### src/rtl/if_pkg.sv
// rtl/if_pkg.sv - shared types, constants and helpers for the instruction fetch stage
package if_pkg;

  // Fetch sequencer states: IDLE may issue, WAIT owns a live request,
  // DROP owns a request whose data must be thrown away.
  typedef enum logic [1:0] {
    ST_IDLE = 2'd0,
    ST_WAIT = 2'd1,
    ST_DROP = 2'd2
  } fetch_state_t;

  // Bubble presented downstream when no instruction is available.
  localparam logic [31:0] NOP = 32'h0000_0000;

  // First fetch address after reset unless overridden.
  localparam logic [31:0] DEFAULT_RESET_PC = 32'h0000_0000;

  // One buffer entry is {pc+4, instruction}.
  localparam int ENTRY_W = 64;

  // Sequential PC; wraps naturally at the top of the address space.
  function automatic logic [31:0] pc_plus4(input logic [31:0] pc);
    return pc + 32'd4;
  endfunction

  // Instruction fetches are always word aligned.
  function automatic logic [31:0] word_align(input logic [31:0] addr);
    return {addr[31:2], 2'b00};
  endfunction

endpackage

### src/rtl/fetch_fifo.sv
// rtl/fetch_fifo.sv - small prefetch buffer holding {pc+4, instruction} entries
module fetch_fifo
  import if_pkg::*;
#(
  parameter int DEPTH = 2,
  parameter int WIDTH = ENTRY_W
) (
  input  logic                         clk,
  input  logic                         rst,
  input  logic                         flush,
  input  logic                         push,
  input  logic [WIDTH-1:0]             push_data,
  input  logic                         pop,
  output logic [WIDTH-1:0]             head_data,
  output logic [$clog2(DEPTH+1)-1:0]   count,
  output logic                         full
);

  localparam int CW = $clog2(DEPTH + 1);
  localparam int PW = (DEPTH > 1) ? $clog2(DEPTH) : 1;
  localparam logic [PW-1:0] LAST    = PW'(DEPTH - 1);
  localparam logic [CW-1:0] DEPTH_C = CW'(DEPTH);

  logic [WIDTH-1:0] mem [DEPTH];
  logic [PW-1:0]    rd_ptr;
  logic [PW-1:0]    wr_ptr;
  logic             do_push;
  logic             do_pop;

  function automatic logic [PW-1:0] ptr_next(input logic [PW-1:0] p);
    return (p == LAST) ? '0 : p + PW'(1);
  endfunction

  assign full      = (count == DEPTH_C);
  assign head_data = mem[rd_ptr];

  // Pops need data present, pushes need room (a same-cycle pop frees a slot); flush overrides both.
  always_comb begin
    do_pop  = pop && (count != '0) && !flush;
    do_push = push && (!full || do_pop) && !flush;
  end

  // Pointer and occupancy bookkeeping.
  always_ff @(posedge clk or posedge rst) begin
    if (rst) begin
      rd_ptr <= '0;
      wr_ptr <= '0;
      count  <= '0;
    end else if (flush) begin
      rd_ptr <= '0;
      wr_ptr <= '0;
      count  <= '0;
    end else begin
      if (do_pop) begin
        rd_ptr <= ptr_next(rd_ptr);
      end
      if (do_push) begin
        wr_ptr <= ptr_next(wr_ptr);
      end
      case ({do_push, do_pop})
        2'b10:   count <= count + CW'(1);
        2'b01:   count <= count - CW'(1);
        default: count <= count;
      endcase
    end
  end

  // Entry storage; contents are only visible through count, so no reset is needed.
  always_ff @(posedge clk) begin
    if (do_push) begin
      mem[wr_ptr] <= push_data;
    end
  end

endmodule

### src/rtl/if_stage.sv
// rtl/if_stage.sv - instruction fetch stage with single outstanding request and prefetch buffer
module if_stage
  import if_pkg::*;
#(
  parameter logic [31:0] RESET_PC  = DEFAULT_RESET_PC,
  parameter int          BUF_DEPTH = 2
) (
  input  logic        clk,
  input  logic        rst,
  input  logic        stall,
  input  logic        redirect,
  input  logic [31:0] redirect_pc,
  output logic        imem_req,
  output logic [31:0] imem_addr,
  input  logic        imem_ack,
  input  logic [31:0] imem_rdata,
  output logic        out_valid,
  output logic [31:0] out_pc4,
  output logic [31:0] out_instr
);

  localparam int CW = $clog2(BUF_DEPTH + 1);

  fetch_state_t       state;
  fetch_state_t       state_nxt;
  logic [31:0]        fpc;
  logic [31:0]        req_addr;
  logic               req_raw;
  logic               issue;
  logic               advance;
  logic               buf_push;
  logic               buf_pop;
  logic               buf_full;
  logic [CW-1:0]      buf_count;
  logic [ENTRY_W-1:0] buf_push_data;
  logic [ENTRY_W-1:0] buf_head;

  // FSM state register.
  always_ff @(posedge clk or posedge rst) begin
    if (rst) begin
      state <= ST_IDLE;
    end else begin
      state <= state_nxt;
    end
  end

  // Next state plus request/push decisions. Issuing only when the buffer is
  // not full reserves the slot, so a completed fetch always has room.
  always_comb begin
    state_nxt = state;
    req_raw   = 1'b0;
    issue     = 1'b0;
    advance   = 1'b0;
    buf_push  = 1'b0;
    case (state)
      ST_IDLE: begin
        if (!buf_full && !redirect) begin
          req_raw   = 1'b1;
          issue     = 1'b1;
          state_nxt = ST_WAIT;
        end
      end
      ST_WAIT: begin
        req_raw = 1'b1;
        if (imem_ack) begin
          state_nxt = ST_IDLE;
          // A redirect landing with the data makes that data stale.
          if (!redirect) begin
            buf_push = 1'b1;
            advance  = 1'b1;
          end
        end else if (redirect) begin
          state_nxt = ST_DROP;
        end
      end
      ST_DROP: begin
        // The memory still owes us a response; keep asking until it arrives, then discard it.
        req_raw = 1'b1;
        if (imem_ack) begin
          state_nxt = ST_IDLE;
        end
      end
      default: begin
        state_nxt = ST_IDLE;
      end
    endcase
  end

  // Request address: live fetch PC while idle, latched address while a request is in flight.
  always_comb begin
    imem_req  = req_raw && !rst;
    imem_addr = (state == ST_IDLE) ? fpc : req_addr;
  end

  // Fetch PC and in-flight request address.
  always_ff @(posedge clk or posedge rst) begin
    if (rst) begin
      fpc      <= RESET_PC;
      req_addr <= RESET_PC;
    end else begin
      if (redirect) begin
        fpc <= word_align(redirect_pc);
      end else if (advance) begin
        fpc <= pc_plus4(fpc);
      end
      if (issue) begin
        req_addr <= fpc;
      end
    end
  end

  // Buffer control: redirect flushes and suppresses both push and pop.
  always_comb begin
    buf_push_data = {pc_plus4(fpc), imem_rdata};
    buf_pop       = out_valid && !stall && !redirect;
  end

  fetch_fifo #(
    .DEPTH (BUF_DEPTH),
    .WIDTH (ENTRY_W)
  ) u_fetch_fifo (
    .clk       (clk),
    .rst       (rst),
    .flush     (redirect),
    .push      (buf_push),
    .push_data (buf_push_data),
    .pop       (buf_pop),
    .head_data (buf_head),
    .count     (buf_count),
    .full      (buf_full)
  );

  // Present the buffer head, or a NOP bubble when empty.
  always_comb begin
    out_valid = (buf_count != '0);
    out_pc4   = out_valid ? buf_head[63:32] : NOP;
    out_instr = out_valid ? buf_head[31:0]  : NOP;
  end

endmodule

### config.mk
export PLATFORM = sky130hd
export DESIGN_NAME = if_stage
export DESIGN_NICKNAME = d
export VERILOG_FILES = /design/src/rtl/if_pkg.sv /design/src/rtl/fetch_fifo.sv /design/src/rtl/if_stage.sv
export SDC_FILE = /design/constraint.sdc
export NUM_CORES = 1
export LEC_CHECK = 0
export CAP_MARGIN = 20
export CORE_MARGIN = 2
export CORE_UTILIZATION = 30
export CTS_BUF_LIST = sky130_fd_sc_hd__clkbuf_8
export DETAILED_ROUTE_END_ITERATION = 10
export GPL_TIMING_DRIVEN = 1
export PLACE_DENSITY = 0.55
export SYNTH_ARGS = -nofsm -noshare
export SYNTH_HDL_FRONTEND = slang
export SYNTH_HIERARCHICAL = 1
export SYNTH_SLANG_ARGS = --single-unit
### constraint.sdc
create_clock -name clk -period 6.27 [get_ports clk]
set_clock_uncertainty 0.15 [all_clocks]
set_input_delay 0.627 -clock clk [delete_from_list [all_inputs] [get_ports clk]]
set_output_delay 0.627 -clock clk [all_outputs]
set_load 0.01 [all_outputs]
==> metrics.yaml, run 1 <==
outcome: "completed"
cts_tree: "yes"
drive_gt1_share_pct: 20.5
grt_usage_pct: 13.0
ys_types: 44
wl_per_cell_microns: 16.8
whs_ps: 360
total_power_mw: 3.61
finish.utilization_pct: 37.8
critPathMaxFanout: 36
n_fill_cell: 3013
vias_per_cell: 4.68
cts_buffers: 17
yosysMostFrequentCell: "edfxtp_1"
rsz0062_at_grt: "false"
synthArstFlopShare_pct: 34.0
worstSetupPathType: "flop to output pin"
ys_warn_count: 6
ys_top_cells_by_count: "edfxtp_1 (128), mux2_2 (75), and2_1 (66), dfrtp_1 (66), mux2_4 (51)"
clock_path_buffers: 2
cts_max_level: 4
portBuffers: 162
cts_resized: 0
drcViolationCount: 0
finalCritPeriodShare_pct: 60.3
seqCellArea_sq_mm: 0.00550
multi_input_area_sq_mm: 0.00369
cts-root-buf: "clkbuf_8"
critical_path_required_ps: 5490
postRouteAntennaNets: 0
dr.pass1.iters: 4
die_h_microns: 182
min_period_ps: 3780
synth.top_cells.by_area: "edfxtp_1 (41%), dfrtp_1 (17%), mux2_2 (8.9%)"
setup_violations: 0
p_leak_nw: 4.19
post_cts_buffers: 0
synth_seq_cells: 194
synth.avg_cell_area_sq_um: 13.3
antenna_cells: 0
clock_latency_ps: 460
syn-cell-area_sq_mm: 0.00946
hp-class: "primary input to asynchronous set/reset pin"
areaGrowthSynthToFinish_pct: 25.0
fin_nets: 925
initialDrtViolationCount: 302
io_pins: 167
finalSetupTns_ps: 0
slew_headroom_pct: 36.5
grt_antenna_before_repair: 0
fmax_ghz: 0.265
synth_edf_count: 128
cts_hold_buf: 0
cp.arrival_ps: 3000
rows: 65
finalHoldViolCount: 0
num_vias: 5926
tightest_slew_ps: 951
maxCapViolCount: 0
cts_sinks: 194
grt_pass1_vias: 5882
seq_area_frac_synth_pct: 58.1
slew_viol_final: 0
synth-main-ff-cell: "edfxtp_1"
ir_worst_vdd_mv: 0.150
drt_wl_total_mm: 21.3
start_util_pct: 30.2
grt_pass1_wl_mm: 33.3
postSynthCellCount: 710
power_density_mw_per_mm2: 305
place_hpwl_mm: 14.4
dieArea_sq_mm: 0.0330
yosysTopAreaCellShare_pct: 40.6
overflow: 0
place_congestion: 0.845
yosysTopAreaCell: "edfxtp_1"
die_w_microns: 182
grt_start_max_net_pins: 67
cp-start-kind: "flop"
path_clk_slew_ps: 100
core_area_sq_mm: 0.0313
end_kind: "output pin"
placed cells by master, fill, tap and decap left out, types with 3 or more instances in the layout:
master           synthesis  final
buf_4                    3      9
inv_6                    0      3
clkinvlp_4               0      3
ha_1                     5      5
xnor2_1                 16     16
edfxtp_1               128    128
inv_1                    9      8
mux2_2                  75     75
o21ai_0                 21     21
and4_1                   6      6
and2_1                  66     66
nand3_1                 18     18
or4_1                   12     12
xor2_1                  27     27
dfrtp_1                 66     65
nand2_1                 33     33
inv_8                    0      4
or3_1                    4      4
mux2_4                  51     51
o31ai_1                  6      6
clkbuf_8                 0     18
clkdlybuf4s50_1          0    162
mux2i_1                  3      3
a21oi_1                  4      4
nor2_1                  30     30
nor4_1                   4      4
nand4_1                 16     16
nor3_1                  16     15
a31oi_1                 12     12
o211ai_1                 4      4
and3_1                   4      4
conb_1                   1      6
sequential cells by signal, indices dropped and copies added, names as in the netlist:
name / flops
req_addr: 30
fpc: 30
state: 2
u_fetch_fifo/rd_ptr: 1
u_fetch_fifo/wr_ptr: 1
u_fetch_fifo/mem: 128
u_fetch_fifo/count: 2
metrics by stage:
stage | cells | setup WS, ps | area (sq um)
5_1_grt | 1266 | 2250 | 11800
3_3_place_gp | 1233 | 2350 | 11400
6_report | 1266 | 2490 | 11800
3_5_place_dp | 1233 | 2350 | 11400
2_1_floorplan | 715 | 1390 | 9490
4_1_cts | 1265 | 2420 | 11800
final timing paths:
kind                                       start                      end  slack (ps)  cells past startpoint
max                          u_fetch_fifo/rd_ptr              out_pc4[15]        2490                      4
min                                          rst    u_fetch_fifo/count[0]         360                      2
max reg2reg                u_fetch_fifo/count[1]  u_fetch_fifo/mem[0][59]        3260                      5
min reg2reg                         req_addr[13]             req_addr[13]         360                      1
max in group asynchronous                    rst                  fpc[29]        4720                      3
min in group clk                    req_addr[13]             req_addr[13]         360                      1
report_power, final:
group / leakage [nW] / switching, mW / internal (mW)
Clock: 0.190 / 0.488 / 0.339
Combinational: 2.06 / 0.473 / 0.665
Sequential: 1.94 / 0.109 / 1.53
Total: 4.19 / 1.07 / 2.54
worst max-delay path: stages (launching register included):
cell,delay (ps)
dfrtp_4,890
buf_4,590
mux2_2,390
and2_1,130
clkdlybuf4s50_1,510
area by class of cell:
cell class              count  share of cell area, %
clock buffers              18                   2.09
flip-flops and latches    194                   46.5
multi-input cells         457                   31.2
inverters                   9                  0.296
clock inverters            14                   1.21
well taps                 402                   4.25
repair buffers            172                   14.5
per-layer routing:
metal	vias to the layer above	global-route usage (%)	routed length [microns]
met5	-	0	0
met4	0	3.35	217
met3	11	2.67	881
met2	147	20.7	9860
met1	2926	18.2	10400
li1	2842	-	-
cell families (layout without fill, tap and decap cells):
| logic type | Yosys count | after routing | share of synthesized area (%) |
|---|---|---|---|
| and+or+nand+nor | 223 | 223 | 13.1 |
| DFF | 194 | 194 | 58.1 |
| muxes | 129 | 129 | 17.3 |
| buffers and inverters | 64 | 213 | 3.39 |
| AOI/OAI and AO/OA | 51 | 51 | 3.35 |
| xor gates and xnor gates | 43 | 43 | 3.98 |
| adders and majority gates | 5 | 5 | 0.661 |
| other | 1 | 6 | 0.0396 |
Power figures use the tool's default switching activity.
==> run 2, diff against run 1 <==
--- a/config.mk
+++ b/config.mk
@@ -11,7 +11,7 @@
 export CTS_BUF_LIST = sky130_fd_sc_hd__clkbuf_8
 export DETAILED_ROUTE_END_ITERATION = 10
 export GPL_TIMING_DRIVEN = 1
-export PLACE_DENSITY = 0.55
+export PLACE_DENSITY = 0.53
 export SYNTH_ARGS = -nofsm -noshare
 export SYNTH_HDL_FRONTEND = slang
 export SYNTH_HIERARCHICAL = 1
==> constraint.sdc (replaced) <==
create_clock -name clk -period 3.95 [get_ports clk]
set_clock_uncertainty 0.15 [all_clocks]
set_input_delay 0.395 -clock clk [delete_from_list [all_inputs] [get_ports clk]]
set_output_delay 0.395 -clock clk [all_outputs]
set_load 0.01 [all_outputs]
==> run 2 against run 1 <==
Cell count is 0.16% higher. Sequential share of layout area is 0.32 points lower. Non-clock buffer count is 2 higher. Largest cell class unchanged. Worst setup slack worse by 1700 ps. Largest power group unchanged.
==> metrics.yaml, run 2 (same netlist as run 1, synthesis figures left out) <==
grt_antenna_before_repair: 0  # unchanged
grt_pass1_wl_mm: 33.0  # -0.91%
ir_worst_vdd_mv: 0.284  # +89%
antenna_cells: 0  # unchanged
die_w_microns: 182  # unchanged
critical_path_required_ps: 3400  # -2090 ps
num_vias: 5883  # -0.73%
slew_viol_final: 0  # unchanged
place_congestion: 0.803  # -5.0%
total_power_mw: 5.80  # +61%
top_register: "u_fetch_fifo/mem"
initialDrtViolationCount: 294  # -2.6%
drt_wl_total_mm: 21.2  # -0.51%
rrSetupSlack_ps: 1220  # -2040 ps
p_leak_nw: 4.22  # +0.88%
cp_num_buf_inv: 2  # unchanged
postRouteAntennaNets: 0  # unchanged
vias_per_cell: 4.64  # -0.88%
cts_hold_buf: 0  # unchanged
start_util_pct: 30.2  # unchanged
die_h_microns: 182  # unchanged
critPathMaxFanout: 40  # +11%
cts-root-buf: "clkbuf_8"
cts_resized: 0  # unchanged
final_common_cell: "clkdlybuf4s50_1"
end_kind: "output pin"
finalHoldViolCount: 0  # unchanged
areaGrowthSynthToFinish_pct: 25.9
finalCritPeriodShare_pct: 79.2
power_density_mw_per_mm2: 487  # +60%
core_area_sq_mm: 0.0313  # unchanged
dieArea_sq_mm: 0.0330  # unchanged
crit_chain: "or2_2, buf_4, and2_1, clkdlybuf4s50_1"
post_cts_buffers: 0  # unchanged
min_period_ps: 3130
slew_headroom_pct: 46.9  # +10 points
layout_common_cells: "clkdlybuf4s50_1 (162), edfxtp_1 (128), mux2_2 (75)"
outcome: "completed"
io_pins: 167  # unchanged
grt_start_max_net_pins: 65  # -3.0%
cts_sinks: 194  # unchanged
cts_max_level: 4  # unchanged
path_clk_slew_ps: 100  # about the same
maxCapViolCount: 0  # unchanged
largest_reg_flops: 128  # unchanged
dr.pass1.iters: 4  # unchanged
fmax_ghz: 0.320
cp-start-kind: "flop"
stdcell_count: 1268  # +0.16%
worstSetupPathType: "flop to output pin"
cp.arrival_ps: 2580  # -420 ps
overflow: 0  # unchanged
clock_path_buffers: 2  # unchanged
setup_violations: 0  # unchanged
max_stage_delay_ps: 590  # -300 ps
drcViolationCount: 0  # unchanged
grt_pass1_vias: 5886  # +0.068%
tightest_slew_ps: 795  # -155 ps
place_hpwl_mm: 14.6  # +1.3%
cts_tree: "yes"
crit_family: "buffers and inverters"
fin_nets: 927  # +0.22%
drive_gt1_share_pct: 20.7  # +0.18 points
clock_latency_ps: 460  # about the same
rsz0062_at_grt: "false"
dp_cells: 1236  # +0.24%
wl_per_cell_microns: 16.7  # -0.67%
reg_top3: "u_fetch_fifo/mem x128, fpc x30, req_addr x30"
cts_buffers: 17  # unchanged
finalSetupTns_ps: 0  # unchanged
portBuffers: 162  # unchanged
hp-class: "primary input to asynchronous set/reset pin"
n_fill_cell: 2972  # -1.4%
rows: 65  # unchanged
grt_usage_pct: 12.9  # -0.10 points
crit_slowest_cell: "or2_2"
[run 2: path summary, 6_finish.rpt]
check                      cells past startpoint                  start                       to
max                                            4  u_fetch_fifo/count[1]            out_instr[27]
min                                            2                    rst      u_fetch_fifo/wr_ptr
max reg2reg                                    6  u_fetch_fifo/count[1]  u_fetch_fifo/mem[1][17]
min reg2reg                                    1           req_addr[31]             req_addr[31]
max in group asynchronous                      3                    rst             req_addr[30]
min in group clk                               3        redirect_pc[18]                  fpc[18]
[run 2: per-stage QoR]
step	utilization, %	hold WS [ps]	instance area [sq um]	worst slack, ps
after global placement	36.7	335	11500	1070
after CTS	38.0	87.9	11900	679
after detailed placement	36.7	343	11500	1050
final	38.0	119	11900	821
after global routing	38.0	113	11900	531
after floorplan	-	11.1	9500	133
[run 2: layout make-up]
class	instances	area, sq um	share of cell area, %
clock buffers	17	234	1.96
multi-input cells	457	3690	31.0
flip-flops and latches	194	5500	46.2
clock inverters	15	198	1.66
repair buffers	174	1750	14.7
inverters	9	35.0	0.294
well taps	402	503	4.22
[run 2: report_power, final]
part	internal (mW)	total [mW]	switching (mW)
Sequential	2.43	2.60	0.172
Clock	0.597	1.39	0.789
Combinational	1.06	1.81	0.745
Total	4.09	5.80	1.71
[run 2: worst reg2reg max path: stages, from the launching register on]
cell,delay (ps)
dfrtp_1,480
or2_2,600
nor3b_1,260
buf_4,180
o21ai_4,100
nor3b_4,250
buf_12,370
[run 2: metal layers]
metal / global-route usage [%] / part of all wire [%] / routed length, microns / up-vias
li1: - / - / - / 2848
met1: 17.9 / 49 / 10300 / 2853
met2: 20.5 / 45 / 9640 / 164
met3: 2.71 / 4.3 / 906 / 18
met4: 3.58 / 1.5 / 324 / 0
met5: 0 / 0 / 0 / -
